==> config.mk <==
export PLATFORM = sky130hd
export DESIGN_NAME = axi_master_arbiter_3to1
export DESIGN_NICKNAME = d
export VERILOG_FILES = /design/src/rtl/axi_master_arbiter_3to1.sv
export SDC_FILE = /design/constraint.sdc
export NUM_CORES = 1
export LEC_CHECK = 0
export CORE_AREA = 2 2 284 286
export CTS_CLUSTER_SIZE = 14
export DETAILED_ROUTE_END_ITERATION = 8
export DIE_AREA = 0 0 286 288
export PLACE_DENSITY = 0.3
export SLEW_MARGIN = 25
export SYNTH_ARGS = -nofsm -noshare
export SYNTH_HDL_FRONTEND = slang
export SYNTH_SLANG_ARGS = --single-unit
export TNS_END_PERCENT = 1
==> constraint.sdc <==
create_clock -name clk -period 3.9 [get_ports clk]
set_clock_uncertainty 0.15 [all_clocks]
set_input_delay 1.17 -clock clk [delete_from_list [all_inputs] [get_ports clk]]
set_output_delay 1.17 -clock clk [all_outputs]
set_load 0.01 [all_outputs]
==> src/rtl/axi_master_arbiter_3to1.sv <==
// Merges the icache, dcache and uncached AXI3 masters onto one AXI3 master port.
// Read and write paths are arbitrated round-robin and independently, one transaction each in flight.
//
// state  | meaning
// R_IDLE | no read in flight, arbitrating in_arvalid
// R_ADDR | forwarding AR of rd_grant, waiting for out_arready
// R_DATA | routing R beats to rd_grant until rlast handshake
// W_IDLE | no write in flight, arbitrating in_awvalid
// W_ADDR | forwarding AW of wr_grant, W held off
// W_DATA | routing W beats from wr_grant until wlast handshake
// W_RESP | routing B to wr_grant until handshake
module axi_master_arbiter_3to1 #(
    parameter int BUS_WIDTH  = 4,
    parameter int ADDR_WIDTH = 32,
    parameter int DATA_WIDTH = 32
) (
    input  logic                            clk,
    input  logic                            rst,

    input  logic [3*BUS_WIDTH-1:0]          in_arid,
    input  logic [3*ADDR_WIDTH-1:0]         in_araddr,
    input  logic [11:0]                     in_arlen,
    input  logic [8:0]                      in_arsize,
    input  logic [5:0]                      in_arburst,
    input  logic [5:0]                      in_arlock,
    input  logic [11:0]                     in_arcache,
    input  logic [8:0]                      in_arprot,
    input  logic [2:0]                      in_arvalid,
    output logic [2:0]                      in_arready,

    output logic [BUS_WIDTH-1:0]            in_rid,
    output logic [DATA_WIDTH-1:0]           in_rdata,
    output logic [1:0]                      in_rresp,
    output logic                            in_rlast,
    output logic [2:0]                      in_rvalid,
    input  logic [2:0]                      in_rready,

    input  logic [3*BUS_WIDTH-1:0]          in_awid,
    input  logic [3*ADDR_WIDTH-1:0]         in_awaddr,
    input  logic [11:0]                     in_awlen,
    input  logic [8:0]                      in_awsize,
    input  logic [5:0]                      in_awburst,
    input  logic [5:0]                      in_awlock,
    input  logic [11:0]                     in_awcache,
    input  logic [8:0]                      in_awprot,
    input  logic [2:0]                      in_awvalid,
    output logic [2:0]                      in_awready,

    input  logic [3*BUS_WIDTH-1:0]          in_wid,
    input  logic [3*DATA_WIDTH-1:0]         in_wdata,
    input  logic [3*(DATA_WIDTH/8)-1:0]     in_wstrb,
    input  logic [2:0]                      in_wlast,
    input  logic [2:0]                      in_wvalid,
    output logic [2:0]                      in_wready,

    output logic [BUS_WIDTH-1:0]            in_bid,
    output logic [1:0]                      in_bresp,
    output logic [2:0]                      in_bvalid,
    input  logic [2:0]                      in_bready,

    output logic [BUS_WIDTH-1:0]            out_arid,
    output logic [ADDR_WIDTH-1:0]           out_araddr,
    output logic [3:0]                      out_arlen,
    output logic [2:0]                      out_arsize,
    output logic [1:0]                      out_arburst,
    output logic [1:0]                      out_arlock,
    output logic [3:0]                      out_arcache,
    output logic [2:0]                      out_arprot,
    output logic                            out_arvalid,
    input  logic                            out_arready,

    input  logic [BUS_WIDTH-1:0]            out_rid,
    input  logic [DATA_WIDTH-1:0]           out_rdata,
    input  logic [1:0]                      out_rresp,
    input  logic                            out_rlast,
    input  logic                            out_rvalid,
    output logic                            out_rready,

    output logic [BUS_WIDTH-1:0]            out_awid,
    output logic [ADDR_WIDTH-1:0]           out_awaddr,
    output logic [3:0]                      out_awlen,
    output logic [2:0]                      out_awsize,
    output logic [1:0]                      out_awburst,
    output logic [1:0]                      out_awlock,
    output logic [3:0]                      out_awcache,
    output logic [2:0]                      out_awprot,
    output logic                            out_awvalid,
    input  logic                            out_awready,

    output logic [BUS_WIDTH-1:0]            out_wid,
    output logic [DATA_WIDTH-1:0]           out_wdata,
    output logic [DATA_WIDTH/8-1:0]         out_wstrb,
    output logic                            out_wlast,
    output logic                            out_wvalid,
    input  logic                            out_wready,

    input  logic [BUS_WIDTH-1:0]            out_bid,
    input  logic [1:0]                      out_bresp,
    input  logic                            out_bvalid,
    output logic                            out_bready
);

    localparam int STRB_WIDTH = DATA_WIDTH / 8;

    typedef enum logic [1:0] {R_IDLE, R_ADDR, R_DATA} rd_state_t;
    typedef enum logic [1:0] {W_IDLE, W_ADDR, W_DATA, W_RESP} wr_state_t;

    rd_state_t  rd_state, rd_state_nxt;
    wr_state_t  wr_state, wr_state_nxt;
    logic [1:0] rd_grant, rd_grant_nxt, rd_last, rd_last_nxt;
    logic [1:0] wr_grant, wr_grant_nxt, wr_last, wr_last_nxt;
    int         rd_idx, wr_idx;

    // First requester after the last served master, wrapping 0,1,2.
    function automatic logic [1:0] rr_pick(input logic [2:0] req, input logic [1:0] last);
        logic [1:0] pick;
        case (last)
            2'd0:    pick = req[1] ? 2'd1 : (req[2] ? 2'd2 : 2'd0);
            2'd1:    pick = req[2] ? 2'd2 : (req[0] ? 2'd0 : 2'd1);
            default: pick = req[0] ? 2'd0 : (req[1] ? 2'd1 : 2'd2);
        endcase
        return pick;
    endfunction

    always_ff @(posedge clk or posedge rst) begin
        if (rst) begin
            rd_state <= R_IDLE;
            rd_grant <= 2'd0;
            rd_last  <= 2'd2;
            wr_state <= W_IDLE;
            wr_grant <= 2'd0;
            wr_last  <= 2'd2;
        end else begin
            rd_state <= rd_state_nxt;
            rd_grant <= rd_grant_nxt;
            rd_last  <= rd_last_nxt;
            wr_state <= wr_state_nxt;
            wr_grant <= wr_grant_nxt;
            wr_last  <= wr_last_nxt;
        end
    end

    always_comb begin
        rd_state_nxt = rd_state;
        rd_grant_nxt = rd_grant;
        rd_last_nxt  = rd_last;
        case (rd_state)
            R_IDLE: begin
                if (|in_arvalid) begin
                    rd_grant_nxt = rr_pick(in_arvalid, rd_last);
                    rd_state_nxt = R_ADDR;
                end
            end
            R_ADDR: begin
                if (out_arready) rd_state_nxt = R_DATA;
            end
            R_DATA: begin
                if (out_rvalid && in_rready[rd_grant] && out_rlast) begin
                    rd_last_nxt  = rd_grant;
                    rd_state_nxt = R_IDLE;
                end
            end
            default: rd_state_nxt = R_IDLE;
        endcase
    end

    always_comb begin
        wr_state_nxt = wr_state;
        wr_grant_nxt = wr_grant;
        wr_last_nxt  = wr_last;
        case (wr_state)
            W_IDLE: begin
                if (|in_awvalid) begin
                    wr_grant_nxt = rr_pick(in_awvalid, wr_last);
                    wr_state_nxt = W_ADDR;
                end
            end
            W_ADDR: begin
                if (out_awready) wr_state_nxt = W_DATA;
            end
            W_DATA: begin
                if (in_wvalid[wr_grant] && out_wready && in_wlast[wr_grant])
                    wr_state_nxt = W_RESP;
            end
            W_RESP: begin
                if (out_bvalid && in_bready[wr_grant]) begin
                    wr_last_nxt  = wr_grant;
                    wr_state_nxt = W_IDLE;
                end
            end
            default: wr_state_nxt = W_IDLE;
        endcase
    end

    // Handshake steering; ungranted masters always see zeros.
    always_comb begin
        out_arvalid = 1'b0;
        in_arready  = 3'b000;
        in_rvalid   = 3'b000;
        out_rready  = 1'b0;
        case (rd_state)
            R_ADDR: begin
                out_arvalid          = 1'b1;
                in_arready[rd_grant] = out_arready;
            end
            R_DATA: begin
                in_rvalid[rd_grant] = out_rvalid;
                out_rready          = in_rready[rd_grant];
            end
            default: ;
        endcase
    end

    always_comb begin
        out_awvalid = 1'b0;
        in_awready  = 3'b000;
        out_wvalid  = 1'b0;
        in_wready   = 3'b000;
        in_bvalid   = 3'b000;
        out_bready  = 1'b0;
        case (wr_state)
            W_ADDR: begin
                out_awvalid          = 1'b1;
                in_awready[wr_grant] = out_awready;
            end
            W_DATA: begin
                out_wvalid          = in_wvalid[wr_grant];
                in_wready[wr_grant] = out_wready;
            end
            W_RESP: begin
                in_bvalid[wr_grant] = out_bvalid;
                out_bready          = in_bready[wr_grant];
            end
            default: ;
        endcase
    end

    // Payloads are muxed by the latched grant regardless of state; only valid qualifies them.
    assign rd_idx = int'(rd_grant);
    assign wr_idx = int'(wr_grant);

    assign out_arid    = in_arid[rd_idx*BUS_WIDTH +: BUS_WIDTH];
    assign out_araddr  = in_araddr[rd_idx*ADDR_WIDTH +: ADDR_WIDTH];
    assign out_arlen   = in_arlen[rd_idx*4 +: 4];
    assign out_arsize  = in_arsize[rd_idx*3 +: 3];
    assign out_arburst = in_arburst[rd_idx*2 +: 2];
    assign out_arlock  = in_arlock[rd_idx*2 +: 2];
    assign out_arcache = in_arcache[rd_idx*4 +: 4];
    assign out_arprot  = in_arprot[rd_idx*3 +: 3];

    assign out_awid    = in_awid[wr_idx*BUS_WIDTH +: BUS_WIDTH];
    assign out_awaddr  = in_awaddr[wr_idx*ADDR_WIDTH +: ADDR_WIDTH];
    assign out_awlen   = in_awlen[wr_idx*4 +: 4];
    assign out_awsize  = in_awsize[wr_idx*3 +: 3];
    assign out_awburst = in_awburst[wr_idx*2 +: 2];
    assign out_awlock  = in_awlock[wr_idx*2 +: 2];
    assign out_awcache = in_awcache[wr_idx*4 +: 4];
    assign out_awprot  = in_awprot[wr_idx*3 +: 3];

    assign out_wid     = in_wid[wr_idx*BUS_WIDTH +: BUS_WIDTH];
    assign out_wdata   = in_wdata[wr_idx*DATA_WIDTH +: DATA_WIDTH];
    assign out_wstrb   = in_wstrb[wr_idx*STRB_WIDTH +: STRB_WIDTH];
    assign out_wlast   = in_wlast[wr_grant];

    assign in_rid   = out_rid;
    assign in_rdata = out_rdata;
    assign in_rresp = out_rresp;
    assign in_rlast = out_rlast;
    assign in_bid   = out_bid;
    assign in_bresp = out_bresp;

endmodule

==> results by group <==
Placement
  – Dpl hpwl: 34.2 mm
  – GPL Wtd Cong: about 0.85
  – Port Buffers: 639

Drt
  – Final ANT Viol Nets: 0
  – WL final: 39.5 mm
  – TritonRoute pass-1 iters: 4
  – DR vias: 6891
  – Drt initial violations: 200
  – Drt drc: 0
  – Routed len/inst: around 17 um
  – Via density: about 3.0

Floorplanning
  – Die span in y: 288 um
  – Core Box Area: 79600 sq um
  – Die ar.: between 80000 and 90000 sq um
  – Starting Density: ~5.4%
  – Die X: 286 um
  – # IOs: 728
  – Rows: 104

GRT
  – Vias in the first global route: roughly 7400
  – All-Layer GR Usage: 8.96%
  – Initial antenna violation count: 7
  – First-pass GRT wire length: 53.8 mm
  – Largest net degree at the start of global routing: 66
  – Grt ovf: 0

Timing
  – Worst-margin pin slew: 0.550 ns
  – Period utilization: 100%
  – RSZ-0062 raised after global routing: yes
  – Final slew viol count: 0
  – Relative slew slack: between 60% and 70%
  – FMAX: 256 MHz
  – Worst hold margin: 0.387 ns
  – Count of final setup violators: 1
  – Final Hold Vio Count: 0
  – Final WS setup: -0.00400 ns
  – Post-layout min period: 3.90 ns

Clocking
  – Inserted Clock Buffers: 3
  – Clock root cell: clkbuf_16
  – H-tree levels: 1
  – CTS max path bufs: 2
  – CTS tree: built
  – Clock-pin transition on the worst setup and hold timing paths: 0.04 ns
  – Worst-Skew Late Latency: 0.24 ns
  – Post-CTS Setup Inserts: 0
  – Clock sink count: 12
  – Hold buffers post-CTS: 0

Logic synthesis
  – Yosys reg bits: 12
  – Number of distinct library cells after synthesis: 37
  – Syn Inst Count: ~660
  – Avg Cell Area, Syn: 6.59 sq um
  – Top-area cell type share of the netlist area: 35.4%
  – Post-Syn Nets: 1175
  – Post-synthesis sequential area ratio: 7.01%
  – Synth area leaders: mux2i_1 (35%), o21ai_0 (18%), nand2_1 (13%)
  – Most area-hungry cell type in the Yosys netlist: mux2i_1
  – Yosys Warn Count: 0
  – Cell Area, Synth: 4320 sq um

Setup path
  – Worst setup SP type: input pin
  – Slowest CP cell: clkdlybuf4s50_1
  – Worst Path Required: 2.58 ns
  – Worst endpoint data arrival time: ~2.6 ns
  – Worst-path fanout max: 1
  – Critical Path End Type: primary output
  – Top cell by count, worst path: clkdlybuf4s50_1
  – CP peak stage delay: 0.54 ns
  – Crit-path cells: clkdlybuf4s50_1, mux2i_1, o21ai_1, buf_4, clkdlybuf4s50_1
  – CP Class: input pin to primary output

Power and ir drop
  – Clock Power Share: 3.0%
  – Sequential power share: 5.4%
  – Switching Share: 47.3%
  – Pwr/cell area: 518 nW/um^2
  – Peak VDD IR: 226 uV
  – Comb pwr share: slightly above 90%
  – Switching pwr: roughly 3 mW
  – Leak: 4.67 nW
  – Cell internal pwr: 3.28 mW

Cells and area
  – Area Growth Syn to Fin: 179%
  – Share of post-route cells with drive strength above 1: 6.19%
  – Final core utilization: 15.1%
  – Final #Nets: 1764
  – Area of the multi-input gates: approximately 3500 sq um
  – Seq. cell area: 314 sq um
  – Fillers: 9144

Run
  – Max_cap viols: 0

Run status
  – Outcome: finished, violations left
  – Failing checks: negative setup slack

Worst hold path
  – Worst Hold Class: flop to flop
through the flow:
stage	setup TNS (ns)	instances	total power, mW	instance area (sq um)	worst slack [ns]
2_1_floorplan	0	656	2.78	4320	0.949
3_3_place_gp	-2.91	2300	6.25	11900	-0.482
3_5_place_dp	-2.79	2300	6.22	11900	-0.449
4_1_cts	-0.102	2304	6.44	12000	-0.0396
5_1_grt	-0.262	2307	6.74	12000	-0.0679
6_report	-0.00400	2307	6.24	12000	-0.00400
placed cells by master (no fill, tap or decap), types with 2 or more instances in the layout:
cell	n
mux2i_1	153
dlygate4sd2_1	16
nor2b_1	2
dfrtp_4	3
clkbuf_16	3
o21ai_0	143
mux2_1	2
nand3b_1	2
dfrtp_1	7
inv_1	8
nand2b_1	10
dlymetal6s2s_1	19
nor2_1	14
nor3_1	7
ha_1	5
a21oi_1	5
buf_4	46
mux2_2	2
diode_2	3
buf_12	8
o21ai_2	6
dfstp_2	2
nand2_1	154
nor2b_4	2
clkdlybuf4s50_1	594
a31oi_1	2
o21ai_1	7
o211ai_1	2
final timing paths:
kind	startpoint	end	slack, ns	depth (start not counted)
hold / removal	rd_last[0]	rd_last[0]	0.39	1
hold reg to reg	rd_last[0]	rd_last[0]	0.39	1
max in group asynchronous	rst	rd_grant[0]	2.05	2
setup reg to reg	rd_grant[0]	rd_last[0]	1.64	6
min in group asynchronous	rst	wr_state[1]	1.13	2
setup / recovery	in_arsize[1]	out_arsize[1]	-0.004	5
sequential cells by signal, indices dropped and copies added, names as in the netlist:
signal    cells
rd_last       2
rd_grant      2
wr_state      2
rd_state      2
wr_grant      2
wr_last       2
layout make-up:
type / count / area share [%]
Tap cell: 1060 / 11.0
Clock buffer: 4 / 0.655
Sequential cell: 12 / 2.61
Multi-Input combinational cell: 537 / 28.7
Antenna cell: 3 / 0.0623
Inverter: 8 / 0.249
Timing Repair Buffer: 683 / 56.7
critical path, delay by kind of cell:
family,cells,cell delay (ns)
AO/OA/AOI/OAI,1,0.16
buffers and inverters,3,1.16
multiplexers,1,0.09
cell usage after synthesis, drive strengths merged:
master	instances
o2bb2ai	1
nor2b	4
a211oi	1
dfrtp	10
and2	1
nand3b	2
a22o	1
dfstp	2
a32oi	1
nor2	15
a2bb2oi	2
o22ai	1
o211a	1
clkbuf	19
mux2i	153
a21oi	5
or3	1
nand2b	10
a31oi	2
nand2	155
o21ai	156
a311o	1
nor3	8
ha	5
buf	80
nand3	1
o211ai	2
nand4b	1
inv	8
a22oi	1
mux2	4
o22a	1
nor4	1
logic make-up (layout without fill, tap and decap cells):
logic type               Yosys count  count (layout)  synth area share [%]
buffers and inverters            107             695                  14.4
AND/OR/NAND/NOR                  199             199                  18.9
multiplexers                     157             157                  36.5
other                              0               3                     0
adder cells (fa/ha/maj)            5               5                  1.45
flip-flops                        12              12                  7.01
AO/OA/AOI/OAI                    176             176                  21.7
layer usage:
metal / wire length, um / global-route usage (%)
met1: 15500 / 10.5
met2: 20300 / 16.2
met3: 3460 / 3.07
met4: 214 / 0.877
met5: 33 / 0
power by group through the flow:
stage	Clock, mW	Sequential, mW	Combinational [mW]
2_1_floorplan	0	0.230	2.55
3_3_place_gp	0	0.345	5.91
3_5_place_dp	0	0.346	5.87
4_1_cts	0.201	0.346	5.89
5_1_grt	0.208	0.353	6.18
6_report	0.190	0.338	5.71
timing repair:
action | CTS | global route
pin swaps | 2 | 0
endpoints found under the setup margin | 27 | 28
resized for setup | 36 | 26
No activity file was read; power rests on OpenSTA's default activity.
